$ cat src/rtl/logic_cluster_n.sv
// Logic cluster: NUM_CELLS LUT+flop cells with a ripple carry chain and a
// beat-wise configuration loader. Cells only drive outputs once fully configured.
module logic_cluster_cell #(
   parameter int LUT_K = 4
) (
   input  logic                clk_i,
   input  logic                rst_i,
   input  logic                clr_i,
   input  logic                active_i,
   input  logic [2**LUT_K+2:0] cfg_i,
   input  logic [LUT_K-1:0]    li_i,
   input  logic                qdi_i,
   input  logic                qen_i,
   input  logic                qst_i,
   input  logic                ci_i,
   output logic                fz_o,
   output logic                co_o,
   output logic                aqz_o
);
   localparam int INIT_W = 2**LUT_K;

   logic [INIT_W-1:0] init;
   logic              cds, carry_en, qen_use, lut, aqz_q;
   logic [LUT_K-1:0]  idx;

   assign init     = cfg_i[INIT_W-1:0];
   assign cds      = cfg_i[INIT_W];
   assign carry_en = cfg_i[INIT_W+1];
   assign qen_use  = cfg_i[INIT_W+2];

   // Carry-in steals the I2 input; narrower LUTs have no I2 to steal.
   if (LUT_K >= 3) begin : g_ci
      always_comb begin
         idx = li_i;
         if (carry_en) idx[2] = ci_i;
      end
   end else begin : g_noci
      assign idx = li_i;
   end

   assign lut   = init[idx];
   assign fz_o  = active_i & lut;
   assign co_o  = carry_en ? ((li_i[0] & li_i[1]) | (ci_i & (li_i[0] ^ li_i[1]))) : ci_i;
   assign aqz_o = aqz_q;

   always_ff @(posedge clk_i) begin
      if (rst_i || clr_i)          aqz_q <= 1'b0;
      else if (qst_i)              aqz_q <= 1'b1;
      else if (!qen_use || qen_i)  aqz_q <= cds ? lut : qdi_i;
   end
endmodule

module logic_cluster_n #(
   parameter int NUM_CELLS = 4,
   parameter int LUT_K     = 4,
   parameter int CFG_W     = 8
) (
   input  logic                         QCK,
   input  logic                         QRT,
   input  logic                         cfg_start,
   input  logic                         cfg_valid,
   input  logic [CFG_W-1:0]             cfg_data,
   output logic                         cfg_ready,
   output logic                         cfg_done,
   input  logic [NUM_CELLS*LUT_K-1:0]   LI,
   input  logic [NUM_CELLS-1:0]         QDI,
   input  logic [NUM_CELLS-1:0]         QEN,
   input  logic [NUM_CELLS-1:0]         QST,
   input  logic                         CI,
   output logic [NUM_CELLS-1:0]         FZ,
   output logic [NUM_CELLS-1:0]         AQZ,
   output logic                         CO
);
   localparam int CELL_CFG_W = 2**LUT_K + 3;
   localparam int CFG_BITS   = NUM_CELLS * CELL_CFG_W;
   localparam int NBEATS     = (CFG_BITS + CFG_W - 1) / CFG_W;
   localparam int CNT_W      = (NBEATS > 1) ? $clog2(NBEATS) : 1;

   typedef enum logic [1:0] {S_IDLE, S_LOAD, S_ACTIVE} state_t;

   state_t              state_q, state_d;
   logic [CNT_W-1:0]    cnt_q, cnt_d;
   logic [CFG_BITS-1:0] cfg_q, cfg_d, wr_cfg;
   logic [NUM_CELLS:0]  carry;
   logic                active, clr;

   // Beat b overwrites its slice; the final beat's slice is clipped to CFG_BITS.
   for (genvar b = 0; b < NBEATS; b++) begin : g_beat
      localparam int LO = b * CFG_W;
      localparam int HI = (LO + CFG_W > CFG_BITS) ? CFG_BITS : LO + CFG_W;
      assign wr_cfg[HI-1:LO] = (cnt_q == CNT_W'(b)) ? cfg_data[HI-LO-1:0] : cfg_q[HI-1:LO];
   end

   always_ff @(posedge QCK) begin
      if (QRT) begin
         state_q <= S_IDLE;
         cnt_q   <= '0;
         cfg_q   <= '0;
      end else begin
         state_q <= state_d;
         cnt_q   <= cnt_d;
         cfg_q   <= cfg_d;
      end
   end

   always_comb begin
      state_d = state_q;
      cnt_d   = cnt_q;
      cfg_d   = cfg_q;
      case (state_q)
         S_IDLE, S_ACTIVE: if (cfg_start) begin
            state_d = S_LOAD;
            cnt_d   = '0;
            cfg_d   = '0;
         end
         S_LOAD: if (cfg_valid) begin
            cfg_d = wr_cfg;
            if (cnt_q == CNT_W'(NBEATS - 1)) begin
               state_d = S_ACTIVE;
               cnt_d   = '0;
            end else begin
               cnt_d = cnt_q + 1'b1;
            end
         end
         default: state_d = S_IDLE;
      endcase
   end

   assign active    = (state_q == S_ACTIVE);
   assign clr       = !active || cfg_start;
   assign cfg_ready = (state_q == S_LOAD);
   assign cfg_done  = active;
   assign carry[0]  = CI;
   assign CO        = active & carry[NUM_CELLS];

   for (genvar c = 0; c < NUM_CELLS; c++) begin : g_cell
      logic_cluster_cell #(.LUT_K(LUT_K)) u_cell (
         .clk_i    (QCK),
         .rst_i    (QRT),
         .clr_i    (clr),
         .active_i (active),
         .cfg_i    (cfg_q[c*CELL_CFG_W +: CELL_CFG_W]),
         .li_i     (LI[c*LUT_K +: LUT_K]),
         .qdi_i    (QDI[c]),
         .qen_i    (QEN[c]),
         .qst_i    (QST[c]),
         .ci_i     (carry[c]),
         .fz_o     (FZ[c]),
         .co_o     (carry[c+1]),
         .aqz_o    (AQZ[c])
      );
   end
endmodule

$ cat config.mk
export PLATFORM = sky130hd
export DESIGN_NAME = logic_cluster_n
export DESIGN_NICKNAME = d
export VERILOG_FILES = /design/src/rtl/logic_cluster_n.sv
export SDC_FILE = /design/constraint.sdc
export NUM_CORES = 1
export LEC_CHECK = 0
export CAP_MARGIN = 25
export CORE_MARGIN = 2
export CORE_UTILIZATION = 56
export DETAILED_ROUTE_END_ITERATION = 7
export PLACE_DENSITY = 0.8
export SYNTH_ARGS = -nofsm -noshare
export SYNTH_HDL_FRONTEND = slang
export SYNTH_SLANG_ARGS = --single-unit
$ cat constraint.sdc
create_clock -name QCK -period 3.6 [get_ports QCK]
set_clock_uncertainty 0.2 [all_clocks]
set_input_delay 0.72 -clock QCK [delete_from_list [all_inputs] [get_ports QCK]]
set_output_delay 0.72 -clock QCK [all_outputs]
set_load 0.01 [all_outputs]
After elaboration in Yosys (flattened, before gate mapping)
Cells that the tools add are included.
{"block": "op_classes", "n_addsub": 1, "n_lt_le_gt_ge": 4, "eq_ne": 23, "mux": 49, "bitwise": 21, "reduce_logical": 31}
{"operator": "two-way mux 76 bit", "n": 2}
{"operator": "case mux 76 bit (2 select lines)", "n": 1}
{"operator": "two-way mux 8 bit", "n": 9}
{"operator": "AND reduction 4 bit", "n": 10}
{"operator": "two-way mux 1 bit", "n": 24}
{"operator": "less-than comparator 4 x 5 -> 1 bit (second input constant)", "n": 4}
{"operator": "inequality test 2 x 1 -> 1 bit (second input constant)", "n": 10}
{"operator": "binary-select mux 1 bit (select 4 bit)", "n": 4}
{"operator": "== test 4 x 3 -> 1 bit (second input constant)", "n": 4}
{"operator": "two-way mux 4 bit", "n": 4}
{"operator": "bitwise AND 1 bit", "n": 13}
{"operator": "nonzero test 2 bit", "n": 5}
{"operator": "== test 4 x 2 -> 1 bit (second input constant)", "n": 2}
{"operator": "== test 4 bit (second input constant)", "n": 2}
{"operator": "case mux 4 bit (2 select lines)", "n": 1}
{"operator": "logical OR 1 bit", "n": 6}
{"operator": "two-way mux 2 bit", "n": 3}
{"operator": "AND reduction 3 bit", "n": 2}
{"operator": "logical NOT 1 bit", "n": 5}
{"operator": "adder 4 x 1 -> 4 bit (second input constant)", "n": 1}
{"operator": "== test 4 x 1 -> 1 bit (second input constant)", "n": 1}
{"operator": "logical NOT 4 bit", "n": 1}
{"operator": "inequality test 2 bit (second input constant)", "n": 2}
{"operator": "OR 1 bit", "n": 4}
{"operator": "6 further kinds", "n": 9}
{"block": "word_totals", "regBits": 86, "output_inout_bits": 11}

Logic depth before layout (Yosys ltp)
Gate-level depths: netlist of run 1.
{"block": "depth", "depth_word": 16, "mapped_depth": 9, "ltp_nobuf": 8}

Cells and area by module
Synthesis of run 1 repeated with hierarchy kept, for this count alone.
{"block": "unflattened", "hier_cells": 410, "hier_area_um2": 4267.8}
{"mod": "logic_cluster_n", "instances": 1, "cells_each": 326, "area_each_um2": 3271.9, "seq_area_each_um2": 1641.6}
{"mod": "logic_cluster_cell", "instances": 4, "cells_each": 21, "area_each_um2": 249.0, "seq_area_each_um2": 20.0}

Worst setup path after synthesis of run 1
Ideal clock, no wire load.
{"block": "synth_path", "kind": "input to output", "startpoint": "input port LI[0]", "endpoint": "output port FZ[1]", "t_arrival_ns": 2.310, "required_time_ns": 2.680, "setup_slack_ns": 0.370, "stages": 9, "path_cell_list": "ha_1 -> nand2b_1 -> a22oi_2 -> a21oi_2 -> mux4_2 -> and2_1 -> o22ai_1 -> nor2_1 -> buf_4"}
{"block": "synth_between", "elab_chain_len": 8, "elab_cells_between_ends": 9, "classes_between": "mux: 4; bitwise: 5"}
{"item": "from (decl)", "line": "65", "source": "input logic [NUM_CELLS*LUT_K-1:0] LI,"}
{"item": "bitwise XOR 1 bit", "line": "43", "source": "assign co_o = carry_en ? ((li_i[0] & li_i[1]) | (ci_i & (li_i[0] ^ li_i[1]))) : ci_i;"}
{"item": "bitwise AND 1 bit", "line": "43"}
{"item": "OR 1 bit *", "line": "43"}
{"item": "two-way mux 1 bit *", "line": "43"}
{"item": "two-way mux 1 bit *", "line": "35", "source": "if (carry_en) idx[2] = ci_i;"}
{"item": "binary-select mux 1 bit (select 4 bit) *", "line": "41", "source": "assign lut = init[idx];"}
{"item": "two-way mux 1 bit (not written as such) *", "line": "41"}
{"item": "bitwise AND 1 bit *", "line": "42", "source": "assign fz_o = active_i & lut;"}
{"item": "to (decl)", "line": "70", "source": "output logic [NUM_CELLS-1:0] FZ,"}
Mark *: on every way between the ends. The rest lies on a longest branch, timed or not. The select of a mux whose other input is x is not followed.

Worst setup path after layout of run 1
{"block": "layout_path", "startpoint": "input port CI", "endpoint": "output port FZ[3]"}
{"block": "layout_between", "elab_chain_len": 13}
{"item": "from (decl)", "line": "69", "source": "input logic CI,"}
{"item": "bitwise AND 1 bit", "line": "43"}
{"item": "OR 1 bit", "line": "43"}
{"item": "two-way mux 1 bit *", "line": "43"}
{"item": "bitwise AND 1 bit", "line": "43"}
{"item": "OR 1 bit", "line": "43"}
{"item": "two-way mux 1 bit *", "line": "43"}
{"item": "bitwise AND 1 bit", "line": "43"}
{"item": "OR 1 bit", "line": "43"}
{"item": "two-way mux 1 bit *", "line": "43"}
{"item": "two-way mux 1 bit *", "line": "35"}
{"item": "binary-select mux 1 bit (select 4 bit) *", "line": "41"}
{"item": "two-way mux 1 bit (not written as such) *", "line": "41"}
{"item": "bitwise AND 1 bit *", "line": "42"}
Marks and branches as above.

==> results of run 1 <==
power groups by stage:
stage	Combinational [mW]	Clock, mW	Sequential [mW]
after floorplan	0.241	0	1.02
after global placement	0.347	0	1.03
after detailed placement	0.354	0	1.03
after CTS	0.359	0.713	1.01
after global routing	0.388	0.744	1.01
final	0.360	0.708	1.01
state kept, by name (all words and copies together), names as in the netlist:
name	cells
g_cell.u_cell.aqz_o	4
state_q	2
cfg_q	76
cnt_q	4
synth_stat cells, types with 4 or more instances:
cell type	instances
nor2_1	97
dfxtp_1	86
mux2i_1	82
clkbuf_1	20
mux4_2	14
a21oi_1	11
inv_1	10
buf_4	9
nand2_1	9
o21ai_0	9
nand2b_1	8
and2_1	6
nor3_1	6
o21ai_2	6
a22oi_1	5
nand3_1	5
and2_0	4
ha_1	4
nor2b_1	4
nor3b_1	4
per-stage QoR:
stage | worst slack [ps] | TNS [ps]
global route | 14.3 | 0
finish | 114 | 0
detailed placement | -605 | -2280
global placement | -567 | -2070
CTS | 23.8 | 0
floorplan | 370 | 0
worst paths after layout:
check / start / end / cells after the start
setup / recovery: CI / FZ[3] / 8
hold / removal: cfg_q[54] / g_cell[2].u_cell.aqz_o / 1
setup reg to reg: state_q[0] / cfg_q[52] / 6
hold reg to reg: cfg_q[54] / g_cell[2].u_cell.aqz_o / 1
cell type report:
class / instances / share of cell area, %
Multi-Input combinational cell: 306 / 46.5
Sequential cell: 86 / 34.4
Tap cell: 99 / 2.47
Clock buffer: 13 / 3.37
Inverter: 11 / 0.825
Timing Repair Buffer: 65 / 11.7
Clock inverter: 2 / 0.775
logic make-up after synthesis:
family,Yosys count
XOR/XNOR,1
buffers and inverters,43
flip-flops,86
adder cells (fa/ha/maj),4
multiplexers,99
AND/OR/NAND/NOR,152
AO/OA/AOI/OAI,50
layout by cell type (no fill, tap or decap), types with 2 or more instances in the layout:
master,n
o221ai_1,2
and3_1,2
buf_4,13
clkbuf_8,12
o22ai_2,2
and2_0,4
mux4_2,14
ha_1,2
nand3b_1,2
nor2_1,96
mux2i_1,82
ha_4,2
a21oi_1,10
o21ai_2,6
buf_2,5
inv_1,10
a21o_1,3
mux2_2,2
and2_1,6
clkdlybuf4s50_1,39
nor3b_1,4
nor3_1,6
nand2_2,3
nand3_1,5
o21ai_0,9
dlygate4sd2_1,7
nand2b_1,7
nand2_1,9
nor2b_1,4
a21oi_2,4
dfxtp_1,86
a22oi_1,5
layer usage:
| metal | wire [um] | vias up |
|---|---|---|
| li1 | - | 1591 |
| met1 | 4020 | 1611 |
| met2 | 5160 | 81 |
| met3 | 406 | 23 |
| met4 | 255 | 0 |
| met5 | 0 | - |
worst register-to-register path: stages, from the launching register on:
cell      delay [ps]
dfxtp_1          440
nand2b_1         330
inv_2            340
a21o_1           480
o21ai_2          330
mux2i_1          260
nor2_1            50
timing repair:
item,CTS,global route
setup endpoints to repair,5,2
setup buffers,1,0
resized for setup,28,4
pin swaps,8,5
==> impl_metrics.json, run 1 <==
{
  "p_int_mw": 1.53,
  "grtUsageMet1_pct": 30.3,
  "leakage_nw": 2.19,
  "h-tree-depth": 3,
  "place.port_buffers": 51,
  "cp_slowest_cell": "clkdlybuf4s50_1",
  "die_w_um": 90.7,
  "max_stage_delay_ps": 500,
  "arrival_ps": 2570,
  "grt_pass1_wl_um": 16500,
  "core-area_um2": 7250,
  "synth_mux_area_share_pct": 27.9,
  "layout-drive-gt1-share_pct": 15.3,
  "critical_path_class": "input pin to output port",
  "setup_violations": 0,
  "cp_num_buf_inv": 2,
  "maxSlewViolCount": 0,
  "drt_iter0_markers": 206,
  "synthTopCellsByArea": "dfxtp_1 41%, mux2i_1 20%, nor2_1 8.7%",
  "drc_errors": 0,
  "grt_util_met3_pct": 3.09,
  "wl_per_cell_um": 16.9,
  "switching_share_pct": 26.3,
  "postCtsHoldBufs": 0,
  "clk_path_buf_depth": 2,
  "ir_drop_v": 0.000218,
  "rows": 31,
  "vias": 3306,
  "multiInputGateArea_um2": 2330,
  "syn-num-nets": 480,
  "area_growth_pct": 19.0,
  "crit_family": "compound AO/OA/AOI/OAI gates",
  "async_flop_share_pct": 0,
  "netlist_area_um2": 4210,
  "yosysSeqAreaShare_pct": 40.9,
  "cts_buffers": 9,
  "grt_overflow": 0,
  "cp_max_fo": 3,
  "power.switching_mw": 0.546,
  "grt_usage_pct": 25.1,
  "finalHoldViolCount": 0,
  "crit_required_ps": 2680,
  "cts.sinks": 86,
  "tightest_slew_ps": 820,
  "yosys_most_used_dff": "dfxtp_1",
  "grt_pass1_vias": 3343,
  "cts_root_buf": "clkbuf_8",
  "synth_fa_ha_area_share_pct": 1.19,
  "via_per_inst": 5.68,
  "synth_compound_area_share_pct": 8.62,
  "ys_warn_count": 0,
  "nets": 524,
  "cap_violations": 0,
  "ys_ff_latch": 86,
  "grt.busiest_layer": "met2",
  "hpwl_um": 6720,
  "max_freq_mhz": 287,
  "rsz0062_at_grt": "no",
  "total_power_mw": 2.08,
  "fin_crit_ps": 3490,
  "synth-edff-count": 0,
  "status": "completed",
  "grt_max_degree": 83,
  "die_h_um": 90.7,
  "instances_no_fill": 582,
  "comb_power_share_pct": 17.4,
  "gr-usage-met2_pct": 45.0,
  "endpoint_kind": "output port",
  "dp.cells": 567,
  "rrSetupSlack_ps": 1010,
  "yosysTopAreaCell": "dfxtp_1",
  "fillCellCount": 593,
  "cts_tree": "built",
  "wirelength_um": 9850,
  "worst_hold_slack_ps": 286,
  "hp-class": "flop to flop",
  "slew_headroom_pct": 45.4,
  "postLayoutCoreUtil_pct": 69.0,
  "period_share_pct": 96.8,
  "antenna_found_initial": 0,
  "clockPowerShare_pct": 34.1,
  "netlist_instances": 435,
  "start_util_pct": 58.0,
  "synth_area_per_cell_um2": 9.67,
  "dieArea_um2": 8220,
  "antennaDiodeCount": 0,
  "worst_setup_path_start_kind": "input pin",
  "seq_area_um2": 1720,
  "fin_area_um2": 5010,
  "synth-simple-area-share_pct": 16.1,
  "synth_xor_xnor_area_share_pct": 0.208,
  "sequentialPowerShare_pct": 48.6,
  "clk-insertion-delay-late_ps": 350,
  "drt.antenna.violating_nets": 0,
  "synth_top_family_by_area": "multiplexers",
  "io_pins": 52,
  "synth.distinct_cells": 44,
  "path_clk_slew_ps": 90,
  "placed_area_um2": 4770,
  "netlist.area_leader.share_pct": 40.9,
  "gp_congestion": 0.862,
  "firstDrtPassIters": 4,
  "p_per_area_nw_per_um2": 415,
  "crit_chain": "clkdlybuf4s50_1 > a22oi_2 > a221o_2 > a31oi_4 > mux2i_1 > mux2_4 > nor2_2 > buf_2"
}
(Power assumes the default switching activity.)
==> run 2: changes to the inputs <==
--- a/config.mk
+++ b/config.mk
@@ -8,6 +8,7 @@
 export CAP_MARGIN = 25
 export CORE_MARGIN = 2
 export CORE_UTILIZATION = 56
+export CTS_CLUSTER_DIAMETER = 40
 export DETAILED_ROUTE_END_ITERATION = 7
 export PLACE_DENSITY = 0.8
 export SYNTH_ARGS = -nofsm -noshare
==> results of run 2 <==
The final DEF is identical to that of run 1; final timing and power are the same.
==> run 3: changes to the inputs <==
--- a/config.mk
+++ b/config.mk
@@ -6,11 +6,14 @@
 export NUM_CORES = 1
 export LEC_CHECK = 0
 export CAP_MARGIN = 25
+export CELL_PAD_IN_SITES_DETAIL_PLACEMENT = 1
+export CELL_PAD_IN_SITES_GLOBAL_PLACEMENT = 2
 export CORE_MARGIN = 2
-export CORE_UTILIZATION = 56
+export CORE_UTILIZATION = 35
 export CTS_CLUSTER_DIAMETER = 40
 export DETAILED_ROUTE_END_ITERATION = 7
-export PLACE_DENSITY = 0.8
+export PLACE_DENSITY = 0.79
+export SLEW_MARGIN = 0
 export SYNTH_ARGS = -nofsm -noshare
 export SYNTH_HDL_FRONTEND = slang
 export SYNTH_SLANG_ARGS = --single-unit
==> impl_metrics.json, run 3 (synthesis gave the netlist of run 1 again) <==
{
  "antenna_found_initial": 0,
  "place.port_buffers": 51,
  "max_stage_delay_ps": 490,
  "p_int_mw": 1.85,
  "largest-register": "cfg_q",
  "wirelength_um": 11500,
  "p_per_area_nw_per_um2": 470,
  "clockPowerShare_pct": 43.9,
  "largest_reg_flops": 76,
  "tightest_slew_ps": 845,
  "gp_congestion": 0.742,
  "area_growth_pct": 24.6,
  "rrSetupSlack_ps": 890,
  "cts_buffers": 9,
  "crit_chain": "clkdlybuf4s50_1 > a22oi_2 > a221o_2 > a31oi_4 > mux2i_1 > mux2_4 > nor2_4 > buf_6",
  "status": "completed",
  "cp_slowest_cell": "clkdlybuf4s50_1",
  "rsz0062_at_grt": "no",
  "period_share_pct": 97.0,
  "mostFrequentLayoutCells": "96 x nor2_1, 86 x dfxtp_1, 82 x mux2i_1",
  "die_h_um": 114,
  "critical_path_class": "input pin to output port",
  "multiInputGateArea_um2": 2320,
  "clk_path_buf_depth": 2,
  "postCtsHoldBufs": 0,
  "nets": 529,
  "via_per_inst": 5.15,
  "cp_max_fo": 3,
  "path_clk_slew_ps": 60,
  "vias": 3273,
  "comb_power_share_pct": 15.1,
  "drc_errors": 0,
  "wl_per_cell_um": 18.0,
  "grt_overflow": 0,
  "dieArea_um2": 12900,
  "grt_pass1_wl_um": 18400,
  "switching_share_pct": 24.8,
  "cts_root_buf": "clkbuf_16",
  "clk-insertion-delay-late_ps": 340,
  "finalHoldViolCount": 0,
  "cts.sinks": 86,
  "drt.antenna.violating_nets": 0,
  "tns_ps": 0,
  "cts_tree": "built",
  "h-tree-depth": 3,
  "maxSlewViolCount": 0,
  "worst_hold_slack_ps": 284,
  "setup_violations": 0,
  "rows": 40,
  "io_pins": 52,
  "place_ws_ps": -650,
  "firstDrtPassIters": 4,
  "sequentialPowerShare_pct": 41.0,
  "grt_usage_pct": 18.7,
  "arrival_ps": 2570,
  "cap_violations": 0,
  "max_freq_mhz": 286,
  "seq_area_um2": 1720,
  "worst_setup_path_start_kind": "input pin",
  "die_w_um": 114,
  "layout_commonest_cell": "nor2_1",
  "fillCellCount": 1326,
  "power.switching_mw": 0.611,
  "antennaDiodeCount": 0,
  "start_util_pct": 35.5,
  "ir_drop_v": 0.000182,
  "grt_max_degree": 62,
  "endpoint_kind": "output port",
  "hp-class": "flop to flop",
  "core-area_um2": 11900,
  "crit_required_ps": 2680,
  "fin_crit_ps": 3490,
  "drt_iter0_markers": 146,
  "worst_slack_ps": 109,
  "leakage_nw": 2.27,
  "hpwl_um": 7970,
  "slew_headroom_pct": 43.6,
  "layout-drive-gt1-share_pct": 16.4,
  "grt_pass1_vias": 3373
}
[run 3: changes by cell type in the layout (fill, tap and decap cells not counted), moves of 2 or more]
cell       change
buf_4          +5
bufinv_16      +2
clkbuf_16      +9
clkbuf_8      -11
clkinv_2       +2
[run 3: worst max-delay path, delay by kind of cell]
family,cells,cell delay [ps]
muxes,2,400
buffers and inverters,2,600
and+or+nand+nor,1,110
AOI/OAI and AO/OA,3,740
[run 3: what timing repair did]
| item | 4_1_cts | 5_1_grt |
|---|---|---|
| setup buffers | 3 | 0 |
| setup endpoints to repair | 5 | 3 |
| gates resized for setup | 28 | 6 |
| hold endpoints to repair | 0 | 0 |
| gates cloned | 0 | 0 |
| pin swaps | 8 | 4 |
[run 3: final timing paths]
kind,start,depth (start not counted),end
max,CI,8,FZ[3]
min reg2reg,cfg_q[54],1,g_cell[2].u_cell.aqz_o
max reg2reg,state_q[0],6,cfg_q[38]
min,cfg_q[54],1,g_cell[2].u_cell.aqz_o
[run 3: final cells by class]
type,instances,area share [%]
multi-input cells,306,44.3
clock inverters,6,2.08
flip-flops and latches,86,32.8
inverters,11,0.788
well taps,147,3.51
clock buffers,10,4.56
repair buffers,70,11.9
[run 3: stage by stage]
| step | power (mW) | util [%] | area (um2) | std cells |
|---|---|---|---|---|
| after global routing | 2.57 | 44.2 | 5240 | 636 |
| after floorplan | 1.26 | - | 4210 | 435 |
| after detailed placement | 1.40 | 40.9 | 4850 | 618 |
| after CTS | 2.49 | 44.2 | 5240 | 636 |
| after global placement | 1.39 | 40.9 | 4850 | 618 |
| final | 2.46 | 44.2 | 5240 | 636 |
[run 3: power groups by stage]
| stage | combinational (mW) | clock (mW) | sequential, mW |
|---|---|---|---|
| after floorplan | 0.241 | 0 | 1.02 |
| after global placement | 0.363 | 0 | 1.03 |
| after detailed placement | 0.371 | 0 | 1.03 |
| after CTS | 0.377 | 1.10 | 1.01 |
| after global routing | 0.405 | 1.15 | 1.01 |
| final | 0.373 | 1.08 | 1.01 |
[run 3: routing by layer]
| layer | up-vias | share of wire (%) | wire length, um | GRT usage, % |
|---|---|---|---|---|
| met5 | - | 0 | 0 | 0 |
| met1 | 1600 | 46 | 5230 | 24.7 |
| met3 | 17 | 3.2 | 363 | 2.34 |
| li1 | 1601 | - | - | - |
| met2 | 55 | 49 | 5630 | 30.7 |
| met4 | 0 | 2.0 | 233 | 8.37 |
